===== src/rtl/common_pkg.sv =====
// Shared front-end types: bus request/response, fetch/decode pipeline register,
// fetch controller states and the reset PC.
package common;

   localparam logic [63:0] PCINIT = 64'h0000_0000_8000_0000;

   typedef enum logic [1:0] {
      START = 2'd0,
      FETCH = 2'd1,
      HOLD  = 2'd2,
      DRAIN = 2'd3
   } fetch_state_t;

   typedef struct packed {
      logic        valid;
      logic [63:0] addr;
   } ibus_req_t;

   typedef struct packed {
      logic        addr_ok;
      logic        data_ok;
      logic [31:0] data;
   } ibus_resp_t;

   typedef struct packed {
      logic [63:0] pc;
      logic [31:0] raw_instr;
      logic        is_bubble;
   } fetch_data_t;

   // Instructions are word aligned; the low two target bits carry no meaning.
   function automatic logic [63:0] align_pc(input logic [63:0] pc);
      return {pc[63:2], 2'b00};
   endfunction

endpackage


===== src/rtl/fetch_buffer.sv =====
// One-entry skid register holding an instruction that returned from the bus
// while decode was stalled.
module fetch_buffer
(
   input  logic        clk,
   input  logic        reset_n,
   input  logic        load,
   input  logic        clear,
   input  logic [63:0] ld_pc,
   input  logic [31:0] ld_instr,
   output logic        valid,
   output logic [63:0] pc,
   output logic [31:0] raw_instr
);

   logic        valid_r;
   logic [63:0] pc_r;
   logic [31:0] instr_r;

   // Capture on load; clear only invalidates, the stale payload is never read.
   always_ff @(posedge clk or negedge reset_n) begin
      if (!reset_n) begin
         valid_r <= 1'b0;
         pc_r    <= 64'd0;
         instr_r <= 32'd0;
      end else if (load) begin
         valid_r <= 1'b1;
         pc_r    <= ld_pc;
         instr_r <= ld_instr;
      end else if (clear) begin
         valid_r <= 1'b0;
      end else begin
         valid_r <= valid_r;
      end
   end

   assign valid     = valid_r;
   assign pc        = pc_r;
   assign raw_instr = instr_r;

endmodule


===== src/rtl/fetch.sv =====
// RV64 instruction fetch: owns the PC, runs one bus transaction at a time and
// drives the fetch/decode register, absorbing stalls and in-flight redirects.
module fetch #(
   parameter logic [63:0] PCINIT = common::PCINIT
) (
   input  logic                clk,
   input  logic                reset_n,
   output common::ibus_req_t   ireq,
   input  common::ibus_resp_t  iresp,
   input  logic                stall,
   input  logic                redirect,
   input  logic [63:0]         redirect_pc,
   output common::fetch_data_t dataF
);

   import common::*;

   fetch_state_t state_r, state_nxt_s;
   logic [63:0]  pc_r, pc_nxt_s;
   logic [63:0]  tgt_r, tgt_nxt_s;
   logic [63:0]  redir_tgt_s;
   fetch_data_t  dataf_r, dataf_nxt_s;
   ibus_req_t    ireq_r, ireq_nxt_s;
   logic         buf_load_s, buf_clear_s, buf_valid_s;
   logic [63:0]  buf_pc_s;
   logic [31:0]  buf_instr_s;
   logic         unused_addr_ok_s;

   assign redir_tgt_s      = align_pc(redirect_pc);
   // The bus never raises data_ok before addr_ok, so only data_ok steers control.
   assign unused_addr_ok_s = iresp.addr_ok;

   fetch_buffer u_buf (
      .clk       (clk),
      .reset_n   (reset_n),
      .load      (buf_load_s),
      .clear     (buf_clear_s),
      .ld_pc     (pc_r),
      .ld_instr  (iresp.data),
      .valid     (buf_valid_s),
      .pc        (buf_pc_s),
      .raw_instr (buf_instr_s)
   );

   // State, PC, pending redirect target and the registered outputs.
   always_ff @(posedge clk or negedge reset_n) begin
      if (!reset_n) begin
         state_r <= START;
         pc_r    <= PCINIT;
         tgt_r   <= 64'd0;
         dataf_r <= '{pc: 64'd0, raw_instr: 32'd0, is_bubble: 1'b1};
         ireq_r  <= '{valid: 1'b0, addr: PCINIT};
      end else begin
         state_r <= state_nxt_s;
         pc_r    <= pc_nxt_s;
         tgt_r   <= tgt_nxt_s;
         dataf_r <= dataf_nxt_s;
         ireq_r  <= ireq_nxt_s;
      end
   end

   // Next state, next PC and redirect target; redirect outranks everything.
   always_comb begin
      state_nxt_s = state_r;
      pc_nxt_s    = pc_r;
      tgt_nxt_s   = tgt_r;
      case (state_r)
         START: begin
            state_nxt_s = FETCH;
         end
         FETCH: begin
            if (redirect) begin
               if (iresp.data_ok) begin
                  pc_nxt_s = redir_tgt_s;
               end else begin
                  tgt_nxt_s   = redir_tgt_s;
                  state_nxt_s = DRAIN;
               end
            end else if (iresp.data_ok) begin
               pc_nxt_s    = pc_r + 64'd4;
               state_nxt_s = stall ? HOLD : FETCH;
            end else begin
               state_nxt_s = FETCH;
            end
         end
         HOLD: begin
            if (redirect) begin
               pc_nxt_s    = redir_tgt_s;
               state_nxt_s = FETCH;
            end else if (!stall) begin
               state_nxt_s = FETCH;
            end else begin
               state_nxt_s = HOLD;
            end
         end
         DRAIN: begin
            // The stale response completes the old transaction; the newest target wins.
            if (iresp.data_ok) begin
               pc_nxt_s    = redirect ? redir_tgt_s : tgt_r;
               state_nxt_s = FETCH;
            end else if (redirect) begin
               tgt_nxt_s = redir_tgt_s;
            end else begin
               state_nxt_s = DRAIN;
            end
         end
         default: begin
            state_nxt_s = START;
         end
      endcase
   end

   // Decode-register update, skid buffer control and the next bus request.
   always_comb begin
      dataf_nxt_s = dataf_r;
      buf_load_s  = 1'b0;
      buf_clear_s = 1'b0;
      case (state_r)
         START, DRAIN: begin
            if (!stall) begin
               dataf_nxt_s.is_bubble = 1'b1;
            end else begin
               dataf_nxt_s = dataf_r;
            end
         end
         FETCH: begin
            if (redirect) begin
               dataf_nxt_s = dataf_r;
            end else if (iresp.data_ok) begin
               if (stall) begin
                  buf_load_s = 1'b1;
               end else begin
                  dataf_nxt_s = '{pc: pc_r, raw_instr: iresp.data, is_bubble: 1'b0};
               end
            end else if (!stall) begin
               dataf_nxt_s.is_bubble = 1'b1;
            end else begin
               dataf_nxt_s = dataf_r;
            end
         end
         HOLD: begin
            if (redirect) begin
               buf_clear_s = 1'b1;
            end else if (!stall) begin
               buf_clear_s = 1'b1;
               dataf_nxt_s = '{pc: buf_pc_s, raw_instr: buf_instr_s, is_bubble: !buf_valid_s};
            end else begin
               dataf_nxt_s = dataf_r;
            end
         end
         default: begin
            dataf_nxt_s.is_bubble = 1'b1;
         end
      endcase
      dataf_nxt_s.is_bubble = dataf_nxt_s.is_bubble | redirect;

      ireq_nxt_s.valid = (state_nxt_s == FETCH) || (state_nxt_s == DRAIN);
      ireq_nxt_s.addr  = pc_nxt_s;
   end

   assign ireq  = ireq_r;
   assign dataF = dataf_r;

endmodule


===== config.mk =====
export PLATFORM = sky130hd
export DESIGN_NAME = fetch
export DESIGN_NICKNAME = d
export VERILOG_FILES = /design/src/rtl/common_pkg.sv /design/src/rtl/fetch_buffer.sv /design/src/rtl/fetch.sv
export SDC_FILE = /design/constraint.sdc
export NUM_CORES = 1
export LEC_CHECK = 0
export CORE_ASPECT_RATIO = 0.8
export CORE_MARGIN = 1
export CORE_UTILIZATION = 49
export DETAILED_ROUTE_END_ITERATION = 6
export PLACE_DENSITY = 0.77
export SLEW_MARGIN = 20
export SYNTH_ARGS = -nofsm -noshare
export SYNTH_HDL_FRONTEND = slang
export SYNTH_SLANG_ARGS = --single-unit
export TNS_END_PERCENT = 5

===== constraint.sdc =====
create_clock -name clk -period 2.4 [get_ports clk]
set_clock_uncertainty 0.15 [all_clocks]
set_input_delay 0.72 -clock clk [delete_from_list [all_inputs] [get_ports clk]]
set_output_delay 0.72 -clock clk [all_outputs]
set_load 0.03 [all_outputs]

Word level (Yosys, flattened, before mapping)
Cells that the tools add are included.
Word-level totals
  register bits after elaboration: 325
  bits in latches: 0
  memory bits (writable): 0
  bits in read-only memories: 0
  bits of input ports: 102
  logic and storage cells: 73
  memories: 0
Operators by class
  add/sub/neg operators: 1
  multiply operators: 0
  div/mod/pow operators: 0
  magnitude comparators: 0
  equal/unequal tests: 15
  shift operators: 0
  mux-type cells: 35
  bitwise gates (word level): 2
  reduce and logical (&&, ||, !) cells: 10
Operators with widths (number)
  $mux W64: 9
  $mux W97: 5
  $pmux W97 S3: 1
  $pmux W64 S3: 1
  $pmux W64 S2: 1
  $add A64 B3 Y64 const B: 1
  $ne A2 B2 Y1 const B: 10
  $mux W2: 7
  $mux W1: 10
  $pmux W2 S4: 1
  $reduce_and A4 Y1: 2
  $eq A2 B2 Y1 const B: 3
  $reduce_and A6 Y1: 1
  $eq A2 B1 Y1 const B: 2
  $reduce_bool A2 Y1: 2
  $reduce_bool A3 Y1: 1
  $logic_not A2 Y1: 1
  $reduce_or A2 Y1: 1
  $logic_not A1 Y1: 1
  $logic_or A1 B1 Y1: 1
  $not A1 Y1: 1
  $or A1 B1 Y1: 1

Depth between registers and ports, before layout
  depth after elaboration: 6
  gate-level depth with buffers: 11
  depth with buffers taken out: 8

By module
From an unflattened synthesis, not the netlist that was laid out.
Second synthesis, totals
  cells, all modules: 1518
  area total of the unflattened synthesis: 15707.6 um^2
By module, submodules not included
  fetch: instances 1, cells an instance 1312, area each 11992.8 um^2, sequential area each 5683.0 um^2
  fetch_buffer: instances 1, cells an instance 206, area each 3714.8 um^2, sequential area each 2427.3 um^2

Least setup slack after synthesis
OpenSTA, ideal clock, no wires.
  kind: reg-to-reg
  from: reg, netlist name ireq[2]
  to: reg ireq_r, in the netlist ireq[56]
  library setup time: 130 ps
  arrival: 2099 ps
  data required time: 2120 ps
  path slack: 21 ps
  stages on the path, launching flop included: 9
  buffers on the path: 1
  cells stage by stage: dfrtp_1 > ha_1 > and3_1 > nand4_4 > nand2b_1 > buf_6 > nor4_2 > nand4_1 > nor3b_1
RTL lines
  end signal: assignment: line fetch.sv:52  | ireq_r <= '{valid: 1'b0, addr: PCINIT};
  end signal: assignment: line fetch.sv:58  | ireq_r <= ireq_nxt_s;
  end: declaration: line fetch.sv:23  | ibus_req_t ireq_r, ireq_nxt_s;

==> impl_metrics.toml <==
[global_route]
grt_usage = 0.307
antenna_found_initial = 6
grt_pass1_wl_um = 79800
first_global_vias = 13900
gr-total-overflow = 0
grt_max_degree = 83

[yosys]
yosys.area_share.xor_xnor = 0.00166
synth.ff_latch_count = 324
synth_top_family_by_area = "compound AO/OA/AOI/OAI gates"
synthAdderAreaFrac = 0.00394
synthesis.nets = 1673
synth.avg_cell_area_um2 = 10.1
synth_compound_area_frac = 0.194
syn_inst = 1566
synth_ff_type = "dfrtp_1"
synth_edf_count = 0
synth.distinct_cells = 76
synthSimpleGateAreaFrac = 0.140
ys_seq_area_frac = 0.511
async_reset_ff_frac = 1.00
muxShareOfSynthArea = 0.110
netlist_area_um2 = 15900
yosys_warnings = 0

[timing]
slew_violations = 0
fin_ws_ps = -38.1
rsz0062_at_grt = "yes"
period_minus_slack_ps = 2440
hold_violations = 0
period_share = 1.02
slew-limit-headroom = 0.661
tightest_slew_ps = 507
tns_ps = -81.0
report.final.setup_viol = 4
fmax_mhz = 410

[run_status]
failed_checks = "design-rule violations, negative setup slack"
status = "finished, violations left"

[clock_tree]
cts_buffer_depth = 3
cts_root_buffer = "clkbuf_16"
cts_tree = "done"
clock_sinks = 324
cts-buffers-inserted = 36
clk_latency_ps = 520
h-tree-depth = 2
path_clk_slew_ps = 60

[final_layout]
ff_latch_area_um2 = 8120
final_common_cell = "dfrtp_1"
syn_to_final_growth_pct = 36.4
final_cell_mix = "dfrtp_1, nand2_1, o21ai_0"
multiInputGateArea_um2 = 7330
nets = 2038
postLayoutCellArea_um2 = 21600
fillers = 2435
drive_gt1_frac = 0.250

[power_and_ir_drop]
p_seq_frac = 0.330
leakage_nw = 9.58
clockPowerShare = 0.182
p_comb_frac = 0.489
internal_power_mw = 16.9
p_switching_mw = 12.6
switching_share = 0.428
pwr_density_cell_nw_per_um2 = 1370
vdd_ir_drop_max_v = 0.000667

[route]
dr.pass1.iters = 7
drc = 16
via_per_inst = 6.17
ant_nets = 0
drt_iter0_markers = 1732
wl_per_cell_um = 21.8
vias = 14700
wirelength_um = 51900

[critical_path]
required_ps = 2640
cp.arrival_ps = 2680
cp-start-kind = "register"
crit_path_end_kind = "register"
crit_type = "register to register"
path_max_fanout = 25

[job]
maxCapViolCount = 0

[placed_design]
dp_hpwl_um = 36100
place.port_buffers = 260
placed_area_um2 = 20300
gp_congestion = 0.908

[floorplan]
die_y_um = 163
core_um2 = 31600
row_count = 58
die_w_um = 203
fp.dieArea_um2 = 33100
io-pin-count = 264
start_util = 0.501

[hold_path]
hold_path_class = "register to register"
cell type report:
type,count,share of cell area
clock inverters,9,0.00353
repair buffers,464,0.207
flip-flops and latches,324,0.375
well taps,420,0.0243
multi-input cells,1091,0.339
diodes,5,0.000578
inverters,14,0.00249
clock buffers,53,0.0483
registers in the layout (all words and copies together), names as in the netlist:
register,cells
dataF,97
u_buf.pc,64
tgt_r,64
u_buf.raw_instr,32
u_buf.valid,1
ireq,65
state_r,1
metrics by stage:
stage	instances	setup WS, ps	util	hold WS (ps)	total power [mW]
final	2380	-38.1	0.684	319	29.5
after global routing	2378	-95.0	0.684	342	31.0
after CTS	2363	-97.3	0.674	328	28.7
after detailed placement	2300	-400	0.643	319	23.9
after global placement	2300	-355	0.643	310	23.4
after floorplan	1566	21.4	-	274	17.2
synthesized netlist by cell type (4+ instances only):
| cell type | instances | area share |
|---|---|---|
| a22oi_1 | 104 | 0.049 |
| o211ai_1 | 4 | 0.0019 |
| a22o_1 | 6 | 0.0033 |
| or3_1 | 4 | 0.0016 |
| a31oi_1 | 10 | 0.0039 |
| o31ai_1 | 7 | 0.0033 |
| nor2_1 | 54 | 0.013 |
| and2_1 | 6 | 0.0024 |
| buf_1 | 17 | 0.0040 |
| a211oi_1 | 12 | 0.0057 |
| o21ai_0 | 178 | 0.056 |
| inv_1 | 13 | 0.0031 |
| nand4_1 | 25 | 0.0099 |
| nand2_1 | 226 | 0.053 |
| dfrtp_1 | 322 | 0.51 |
| a221oi_1 | 33 | 0.018 |
| mux2i_1 | 5 | 0.0032 |
| o22ai_1 | 4 | 0.0016 |
| a2bb2oi_1 | 4 | 0.0022 |
| a222oi_1 | 4 | 0.0025 |
| buf_2 | 32 | 0.010 |
| nor4_4 | 5 | 0.0067 |
| clkbuf_1 | 83 | 0.020 |
| nand3_1 | 28 | 0.0088 |
| nor4_2 | 4 | 0.0032 |
| nor4_1 | 8 | 0.0032 |
| nor3b_1 | 9 | 0.0043 |
| ha_1 | 5 | 0.0039 |
| mux2_2 | 151 | 0.11 |
| o22a_1 | 5 | 0.0028 |
| a21oi_1 | 94 | 0.030 |
| nor3_1 | 23 | 0.0073 |
| and3_1 | 15 | 0.0059 |
timing repair:
action	in CTS	in global routing
hold endpoints to repair	37	0
hold buffers	1	0
endpoints found under the setup margin	182	121
gates cloned	0	2
setup buffers	0	11
resized for setup	189	56
pin swaps	0	10
per-layer routing:
metal,wire length [um],global-route usage,up-vias
met2,23500,0.474,838
met4,1520,0.0967,2
met5,13,0,-
li1,-,-,6511
met1,21700,0.434,7208
met3,5150,0.0654,126
kinds of logic (layout without fill, tap and decap cells):
group,after synthesis,count (layout)
xor gates and xnor gates,3,3
DFF,324,324
other,0,5
buffers and inverters,151,540
adders and majority gates,5,5
and+or+nand+nor,438,438
muxes,156,156
AOI/OAI and AO/OA,489,489
power groups by stage:
| stage | Clock (mW) | Combinational (mW) | Sequential (mW) |
|---|---|---|---|
| after floorplan | 0 | 6.00 | 11.2 |
| after global placement | 0 | 13.9 | 9.56 |
| after detailed placement | 0 | 14.2 | 9.73 |
| after CTS | 5.41 | 13.7 | 9.63 |
| after global routing | 5.66 | 15.3 | 10.0 |
| final | 5.37 | 14.4 | 9.74 |
critical path: stages, from the launching register on:
cell      delay [ps]
dfrtp_1          380
buf_4            160
ha_4             210
buf_12           170
buf_4            230
a221oi_1         450
o31ai_1          190
a21oi_1          280
a21oi_2           80
worst paths after layout:
check / from / slack [ps] / to / cells after the start
min in group asynchronous: reset_n / 560 / u_buf.raw_instr[22] / 2
worst max-delay path: ireq[64] / -40 / ireq[40] / 8
worst min-delay path: dataF[7] / 320 / dataF[7] / 2
max in group asynchronous: reset_n / 800 / ireq[46] / 3
worst min register to register: dataF[7] / 320 / dataF[7] / 2
worst max register to register: ireq[64] / -40 / ireq[40] / 8
Power figures use the tool's default switching activity.
